<file path="config.mk">
export PLATFORM = sky130hd
export DESIGN_NAME = isa_dma_responder
export DESIGN_NICKNAME = d
export VERILOG_FILES = /design/src/rtl/isa_dma_responder.sv
export SDC_FILE = /design/constraint.sdc
export NUM_CORES = 1
export LEC_CHECK = 0
export BUFFER_PORTS_ARGS = -buffer_cell sky130_fd_sc_hd__buf_2
export CORE_MARGIN = 2
export CORE_UTILIZATION = 31
export CTS_BUF_LIST = sky130_fd_sc_hd__clkbuf_8 sky130_fd_sc_hd__clkbuf_16
export DETAILED_ROUTE_END_ITERATION = 6
export PLACE_DENSITY = 0.59
export SYNTH_ARGS = -nofsm -noshare
export SYNTH_HDL_FRONTEND = slang
export SYNTH_SLANG_ARGS = --single-unit
export TNS_END_PERCENT = 1
</file>
<file path="constraint.sdc">
create_clock -name clock -period 3.6 [get_ports clock]
set_clock_uncertainty 0.05 [all_clocks]
set_input_delay 0.36 -clock clock [delete_from_list [all_inputs] [get_ports clock]]
set_output_delay 0.36 -clock clock [all_outputs]
set_load 0.02 [all_outputs]
</file>
<file path="src/rtl/isa_dma_responder.sv">
// isa_dma_responder: 8-bit ISA DMA slave endpoint with local byte FIFO and valid/ready stream ports.
// Define ISA_DMA_WAIT_EN to stretch each strobe with WAIT_STATES clocks of io_channel_ready low.
module isa_dma_responder #(
  parameter int FIFO_DEPTH  = 16,
  parameter int WAIT_STATES = 2
) (
  input  logic       clock,
  input  logic       reset,
  input  logic       enable,
  input  logic       dir,
  output logic       dma_request,
  input  logic       dma_acknowledge_n,
  input  logic       io_read_n,
  input  logic       io_write_n,
  input  logic       terminal_count_n,
  input  logic [7:0] data_bus_in,
  output logic [7:0] data_bus_out,
  output logic       data_bus_out_en,
  output logic       io_channel_ready,
  input  logic       in_valid,
  input  logic [7:0] in_data,
  output logic       in_ready,
  output logic       out_valid,
  output logic [7:0] out_data,
  input  logic       out_ready,
  output logic       tc_flag,
  output logic       tc_pulse,
  output logic       overrun
);
  localparam int AW = $clog2(FIFO_DEPTH);
  localparam logic [2:0] ST_IDLE = 3'd0, ST_REQ = 3'd1, ST_ACK = 3'd2, ST_STROBE = 3'd3, ST_END = 3'd4;

  if (FIFO_DEPTH < 2 || (FIFO_DEPTH & (FIFO_DEPTH - 1)) != 0) begin : g_bad_depth
    $error("FIFO_DEPTH must be a power of 2 and at least 2");
  end
  if (WAIT_STATES < 1 || WAIT_STATES > 15) begin : g_bad_wait
    $error("WAIT_STATES must be 1..15");
  end

  logic [2:0] state_q, state_d;
  logic [AW:0] count_q, count_d;
  logic [AW-1:0] rd_ptr_q, rd_ptr_d, wr_ptr_q, wr_ptr_d;
  logic [7:0] mem_q [FIFO_DEPTH];
  logic [7:0] head_q, head_d, bus_data_q, bus_data_d, wr_data;
  logic tc_seen_q, tc_seen_d, tc_flag_q, tc_flag_d, tc_pulse_q, tc_pulse_d, overrun_q, overrun_d;
  logic strobe_lo, strobing, commit, full, req_cond, push, pop, tc_hit;

  always_comb begin
    strobe_lo = dir ? !io_write_n : !io_read_n;
    strobing = !dma_acknowledge_n && strobe_lo && (state_q == ST_ACK || state_q == ST_STROBE);
    commit = state_q == ST_STROBE && !strobe_lo;
    full = count_q == (AW+1)'(FIFO_DEPTH);
    req_cond = enable && !tc_flag_q && (dir ? !full : count_q != '0);
    push = dir ? commit && !full : in_valid && !full;
    pop = dir ? out_ready && count_q != '0 : commit && count_q != '0;
    wr_data = dir ? bus_data_q : in_data;
    count_d = count_q + (AW+1)'(push) - (AW+1)'(pop);
    wr_ptr_d = wr_ptr_q + AW'(push);
    rd_ptr_d = rd_ptr_q + AW'(pop);
    head_d = count_q != '0 ? mem_q[rd_ptr_q] : head_q;
    bus_data_d = strobing && dir ? data_bus_in : bus_data_q;
    tc_seen_d = (state_q == ST_ACK || state_q == ST_STROBE) ? tc_seen_q || (strobing && !terminal_count_n) : 1'b0;
    tc_hit = commit && (tc_seen_q || !terminal_count_n);
    tc_flag_d = enable && (tc_flag_q || tc_hit);
    tc_pulse_d = enable && tc_hit;
    overrun_d = overrun_q || (commit && dir && full);
    state_d = ST_IDLE;
    case (state_q)
      ST_IDLE, ST_REQ: state_d = !dma_acknowledge_n ? ST_ACK : req_cond ? ST_REQ : ST_IDLE;
      ST_ACK: state_d = dma_acknowledge_n ? ST_IDLE : strobe_lo ? ST_STROBE : ST_ACK;
      ST_STROBE: state_d = strobe_lo ? ST_STROBE : ST_END;
      ST_END: state_d = !dma_acknowledge_n ? ST_END : req_cond ? ST_REQ : ST_IDLE;
      default: state_d = ST_IDLE;
    endcase
  end

  always_ff @(posedge clock or posedge reset) begin
    if (reset) begin
      state_q <= ST_IDLE;
      count_q <= '0;
      rd_ptr_q <= '0;
      wr_ptr_q <= '0;
      head_q <= '0;
      bus_data_q <= '0;
      tc_seen_q <= 1'b0;
      tc_flag_q <= 1'b0;
      tc_pulse_q <= 1'b0;
      overrun_q <= 1'b0;
    end else begin
      state_q <= state_d;
      count_q <= count_d;
      rd_ptr_q <= rd_ptr_d;
      wr_ptr_q <= wr_ptr_d;
      head_q <= head_d;
      bus_data_q <= bus_data_d;
      tc_seen_q <= tc_seen_d;
      tc_flag_q <= tc_flag_d;
      tc_pulse_q <= tc_pulse_d;
      overrun_q <= overrun_d;
    end
  end

  always_ff @(posedge clock) begin
    if (push) mem_q[wr_ptr_q] <= wr_data;
  end

`ifdef ISA_DMA_WAIT_EN
  logic [3:0] wait_q, wait_d;
  always_comb begin
    wait_d = state_d != ST_STROBE ? 4'd0 : state_q != ST_STROBE ? 4'(WAIT_STATES) : wait_q - 4'(wait_q != 4'd0);
  end
  always_ff @(posedge clock or posedge reset) begin
    if (reset) wait_q <= 4'd0;
    else wait_q <= wait_d;
  end
  // A strobe released early frees the bus at once rather than at the counter's end
  assign io_channel_ready = wait_q == 4'd0 || !strobe_lo;
`else
  assign io_channel_ready = 1'b1;
`endif

  assign dma_request = state_q == ST_REQ;
  assign data_bus_out = head_q;
  assign data_bus_out_en = !reset && !dma_acknowledge_n && !io_read_n && !dir;
  assign in_ready = !full;
  assign out_valid = count_q != '0;
  assign out_data = mem_q[rd_ptr_q];
  assign tc_flag = tc_flag_q;
  assign tc_pulse = tc_pulse_q;
  assign overrun = overrun_q;
endmodule

</file>
==> results of run 1 <==
[state kept, by name, indices dropped and copies added, names as in the netlist]
name,cells
tc_seen_q,1
count_q,5
bus_data_q,8
rd_ptr_q,4
wr_ptr_q,4
tc_pulse,1
overrun,1
state_q,3
tc_flag,1
data_bus_out,8
mem_q,128
[Yosys cell counts, drive strengths merged (3+ instances only)]
library cell,count,share of area
nor2b,11,0.010
a21oi,3,0.0022
nor4b,3,0.0069
nand2b,15,0.014
mux2,16,0.026
inv,12,0.0065
nand3,4,0.0029
clkbuf,8,0.0044
nand2,13,0.0074
dfrtp,36,0.13
nor4,5,0.0045
a31oi,8,0.0073
o22ai,8,0.0073
xor2,4,0.0051
ha,10,0.018
nor2,4,0.0022
nor3,13,0.0094
a221o,8,0.012
xnor2,4,0.0051
mux4,32,0.11
edfxtp,128,0.56
buf,13,0.018
mux2i,10,0.015
[final cells by class]
class | instances | area (um^2) | share of cell area
sequential | 164 | 4740 | 0.590
multi-input combinational | 188 | 1950 | 0.242
timing repair buffer | 74 | 438 | 0.0544
clock buffer | 17 | 425 | 0.0529
tap | 280 | 350 | 0.0435
clock inverter | 15 | 98.8 | 0.0123
inverter | 12 | 45.0 | 0.00560
[power breakdown]
part / switching [W] / internal [W] / leakage, nW
registers: 0.000235 / 0.00241 / 1.60
logic: 0.00122 / 0.000944 / 1.08
clock network: 0.000690 / 0.000927 / 0.260
[final timing paths]
kind,slack [ns],depth (start not counted),to,start
setup / recovery,0.53,5,out_data[6],rd_ptr_q[3]
hold reg to reg,0.42,1,overrun,overrun
hold / removal,0.12,2,bus_data_q[5],data_bus_in[5]
setup reg to reg,0.86,13,count_q[4],state_q[1]
max in group asynchronous,2.36,4,data_bus_out[2],reset
min in group asynchronous,0.40,3,tc_flag,reset
[layout by cell type (no fill, tap or decap), types with 8 or more instances in the layout]
cell	synthesis	layout
mux2_2	16	16
nor2b_1	11	11
nand2_1	12	12
nor3_1	13	13
o22ai_1	8	8
nand2b_1	15	15
mux4_2	28	28
clkbuf_16	0	17
dfrtp_1	36	36
a221o_1	8	8
a31oi_1	8	8
edfxtp_1	128	128
inv_1	11	13
mux2i_1	10	10
ha_1	10	10
buf_4	3	25
buf_2	3	48
[stage by stage]
stage          power, W  hold slack [ns]   util  cell area [um^2]
3_5_place_dp    0.00488            0.303  0.344              7510
5_1_grt         0.00677            0.102  0.369              8050
4_1_cts         0.00650            0.107  0.369              8050
2_1_floorplan   0.00427            0.400      -              6890
3_3_place_gp    0.00481            0.283  0.344              7510
6_report        0.00643            0.120  0.369              8050
[per-layer routing]
layer  share of wire  track usage
met5               0            0
met4          0.0092       0.0379
met3           0.052       0.0366
met1            0.45        0.174
met2            0.49        0.199
[timing repair]
item / 4_1_cts / 5_1_grt
setup buffers: 0 / 0
hold buffers: 1 / 0
resized for setup: 0 / 0
endpoints found under the hold margin: 8 / 0
[cells by family (layout without fill, tap and decap cells)]
family          after synthesis  in the layout  synth area share
compound gates               35             35            0.0372
xor+xnor                      8              8            0.0102
fa+ha+maj                    11             11            0.0211
buf+inv                      33            118            0.0291
flops                       164            164             0.689
mux                          58             58             0.147
other cells                   1              1          0.000544
simple gates                 75             75            0.0659
==> results.toml, run 1 <==
[floorplanning]
initial_core_util = 0.316
die_area_um2 = 23400
rows = 54
die_height_um = 153
boundaryPins = 50
die_x_um = 153
coreArea_um2 = 21800

[detailed_routing]
vias_per_cell = 4.90
first_iter_violations = 326
ant_nets = 0
firstDrtPassIters = 4
drc = 0
wl_per_cell_um = 19.2
wl_um = 14400
route.vias.total = 3675

[global_route]
grt_max_degree = 29
grt_pass1_wl_um = 22000
grt.overflow.total = 0
grt_antenna_before_repair = 0
grt_pass1_vias = 3745
grt_use_total = 0.127

[synth]
syn_area_um2 = 6890
synth.avg_cell_area_um2 = 17.9
ys_warn_count = 0
ys_ff_latch = 164
synth_edf_count = 128
async_reset_ff_frac = 0.220
syn_nets = 422
ys_seq_area_frac = 0.689
yosysUniqueCellTypes = 46
synthCells = 385
synth_flop_cell = "edfxtp_1"

[timing]
finalCritPeriodShare = 0.852
setup_slack_ns = 0.533
tightest_slew_ns = 0.844
rsz0062_at_grt = "no"
maxSlewViolCount = 0
fin_crit_ns = 3.07
max_slew_margin = 0.438
finalSetupViolations = 0
hold_viol = 0
fmax_ghz = 0.326
tns_ns = 0

[worst_setup_path]
start_kind = "flip-flop"
critical_path_buf_inv_count = 1
crit_chain = "mux4_1 > mux2i_1 > nor2b_1 > a31oi_1 > buf_2"
critPathTopFamily = "flip-flops"
arrival_ns = 2.66
cp_max_fo = 17
critical_path_required_ns = 3.19
critical_path_class = "reg2out"
max_stage_delay_ns = 0.89
crit_path_end_kind = "primary output"
cpMaxStageDelayCell = "dfrtp_1"

[place]
place_inst = 717
pre_cts_slack_ns = 0.468
place_congestion = 0.813
port_buffers = 48
hpwl_um = 9560

[power_and_ir_drop]
power_density_nw_per_um2 = 799
peakVddDrop_mv = 0.307
p_leak_nw = 2.93

[clock_tree]
cts_buffer_depth = 2
clk_latency_ns = 0.42
cts_buffers = 17
path_clk_slew_ns = 0.06
htreeDepth = 4
cts_root_buffer = "clkbuf_16"
clock_sinks = 164
cts_tree = "done"

[finish]
fill_cells = 2025
final_nets = 494
num_antenna_cells = 0
instances_no_fill = 750
layout-drive-gt1-share = 0.321
syn_to_final_growth_pct = 16.8

[worst_hold_path]
hold_path_class = "in2reg"

[flow_run]
max_cap_viol_count = 0

[status]
status = "finished clean"
No activity file was read; power rests on OpenSTA's default activity.
==> run 2, diff against run 1 <==
--- a/config.mk
+++ b/config.mk
@@ -7,10 +7,10 @@
 export LEC_CHECK = 0
 export BUFFER_PORTS_ARGS = -buffer_cell sky130_fd_sc_hd__buf_2
 export CORE_MARGIN = 2
-export CORE_UTILIZATION = 31
+export CORE_UTILIZATION = 60
 export CTS_BUF_LIST = sky130_fd_sc_hd__clkbuf_8 sky130_fd_sc_hd__clkbuf_16
 export DETAILED_ROUTE_END_ITERATION = 6
-export PLACE_DENSITY = 0.59
+export PLACE_DENSITY = 0.91
 export SYNTH_ARGS = -nofsm -noshare
 export SYNTH_HDL_FRONTEND = slang
 export SYNTH_SLANG_ARGS = --single-unit
==> results.toml, run 2 (synthesized netlist as in run 1, its figures left out) <==
[finish]
layout.cells.most_common_list = "edfxtp_1 (128), buf_2 (48), dfrtp_1 (36)"
final_common_cell = "edfxtp_1"
largest-register = "mem_q"
syn_to_final_growth_pct = 14.7
final_nets = 491
fill_cells = 675
final_core_util = 0.698
layout-drive-gt1-share = 0.336
largest_register_ffs = 128
num_antenna_cells = 0

[clock_tree]
path_clk_slew_ns = 0.07
cts_buffers = 17
cts-hold-fix-buffers = 0
cts_root_buffer = "clkbuf_16"
cts_buffer_depth = 2
postCtsSetupBuffers = 0
htreeDepth = 4
clock_sinks = 164
cts_resized = 0
clk_latency_ns = 0.43
cts_tree = "done"

[power_and_ir_drop]
p_comb_frac = 0.335
power_switching_w = 0.00223
switching_share = 0.339
peakVddDrop_mv = 0.867
clkPwrFrac = 0.264
power_frac_seq = 0.402
intPower_w = 0.00435
power_density_nw_per_um2 = 833
p_leak_nw = 2.95

[worst_setup_path]
max_stage_delay_ns = 0.66
crit_chain = "buf_4 > mux4_1 > mux2i_1 > nor2b_1 > a31oi_1 > buf_2"
critical_path_buf_inv_count = 2
crit_path_end_kind = "primary output"
r2r_start = "state_q[1]"
r2r-end = "count_q[4]"
start_kind = "flip-flop"
cpMaxStageDelayCell = "mux4_1"
critical_path_required_ns = 3.19
critPathTopFamily = "multiplexers"
critical_path_class = "reg2out"
r2r_slack_ns = 0.75
rr_worst_depth = 13
arrival_ns = 2.61
cp_max_fo = 19

[timing]
maxSlewViolCount = 0
fmax_ghz = 0.331
tightest_slew_ns = 0.786
finalSetupViolations = 0
tns_ns = 0
finalCritPeriodShare = 0.838
hold_viol = 17
hold_ws_ns = -0.0106
rsz0062_at_grt = "no"
setup_slack_ns = 0.582
fin_crit_ns = 3.02
max_slew_margin = 0.476

[detailed_routing]
route.vias.total = 3838
vias_per_cell = 6.29
drc = 0
wl_um = 14200
first_iter_violations = 444
ant_nets = 0
firstDrtPassIters = 5
wl_per_cell_um = 23.3

[global_route]
grt_pass1_vias = 3969
grt_pass1_wl_um = 22200
grt.overflow.total = 0
grt_antenna_before_repair = 0
grt_use_total = 0.246
grt_max_degree = 25

[floorplanning]
boundaryPins = 50
initial_core_util = 0.609
coreArea_um2 = 11300
die_x_um = 111
die_height_um = 111
rows = 39
die_area_um2 = 12400

[status]
violations = "negative hold slack"
status = "complete, but fails checks"

[place]
port_buffers = 48
place_congestion = 0.849
pre_cts_slack_ns = 0.425
hpwl_um = 9140

[flow_run]
max_cap_viol_count = 0

[worst_hold_path]
hold_path_class = "in2async"
run 2: power groups by stage:
stage	clock network, W	logic (W)	registers [W]
floorplan	0	0.00166	0.00261
global placement	0	0.00206	0.00265
detailed placement	0	0.00217	0.00268
CTS	0.00176	0.00220	0.00264
global route	0.00185	0.00236	0.00268
finish	0.00174	0.00220	0.00264
run 2: how the worst max path moves through the flow:
stage	start	to	slack, ns	cells past startpoint
2_1_floorplan	dir	count_q[4]	0.80	14
3_3_place_gp	dir	count_q[4]	0.70	14
3_5_place_dp	dir	count_q[4]	0.43	14
4_1_cts	rd_ptr_q[2]	out_data[5]	0.56	6
5_1_grt	rd_ptr_q[2]	out_data[5]	0.47	6
6_report	rd_ptr_q[2]	out_data[5]	0.58	6
run 2: per-layer routing:
metal / track usage / part of all wire / vias up / wire (um)
met3: 0.0765 / 0.080 / 14 / 1130
met5: 0 / 0 / - / 0
met4: 0.0667 / 0.0082 / 0 / 116
met2: 0.415 / 0.52 / 200 / 7470
li1: - / - / 1667 / -
met1: 0.313 / 0.39 / 1957 / 5510
run 2: layout make-up:
class / count / area (um^2) / share of cell area
Sequential cell: 164 / 4740 / 0.600
Multi-Input combinational cell: 188 / 1950 / 0.246
Clock buffer: 20 / 489 / 0.0619
Timing Repair Buffer: 71 / 413 / 0.0522
Tap cell: 143 / 179 / 0.0226
Clock inverter: 12 / 87.6 / 0.0111
Inverter: 12 / 45.0 / 0.00570
run 2: worst register-to-register path, cell delays in order (launching register included):
cell,delay [ns]
dfrtp_1,0.41
nand2_1,0.17
nor3_1,0.37
mux2i_1,0.14
nor2_1,0.16
ha_1,0.25
inv_1,0.06
ha_1,0.16
inv_1,0.06
fa_1,0.39
inv_1,0.09
a21oi_1,0.08
o21bai_1,0.20
xnor2_1,0.17
run 2: metrics by stage:
step,hold slack [ns],instances,area [um^2],power [W]
after global placement,0.413,578,7330,0.00471
after detailed placement,0.423,578,7330,0.00485
after global routing,0.0363,610,7900,0.00688
final,-0.0106,610,7900,0.00658
after CTS,0.00969,610,7900,0.00660
after floorplan,0.400,385,6890,0.00427
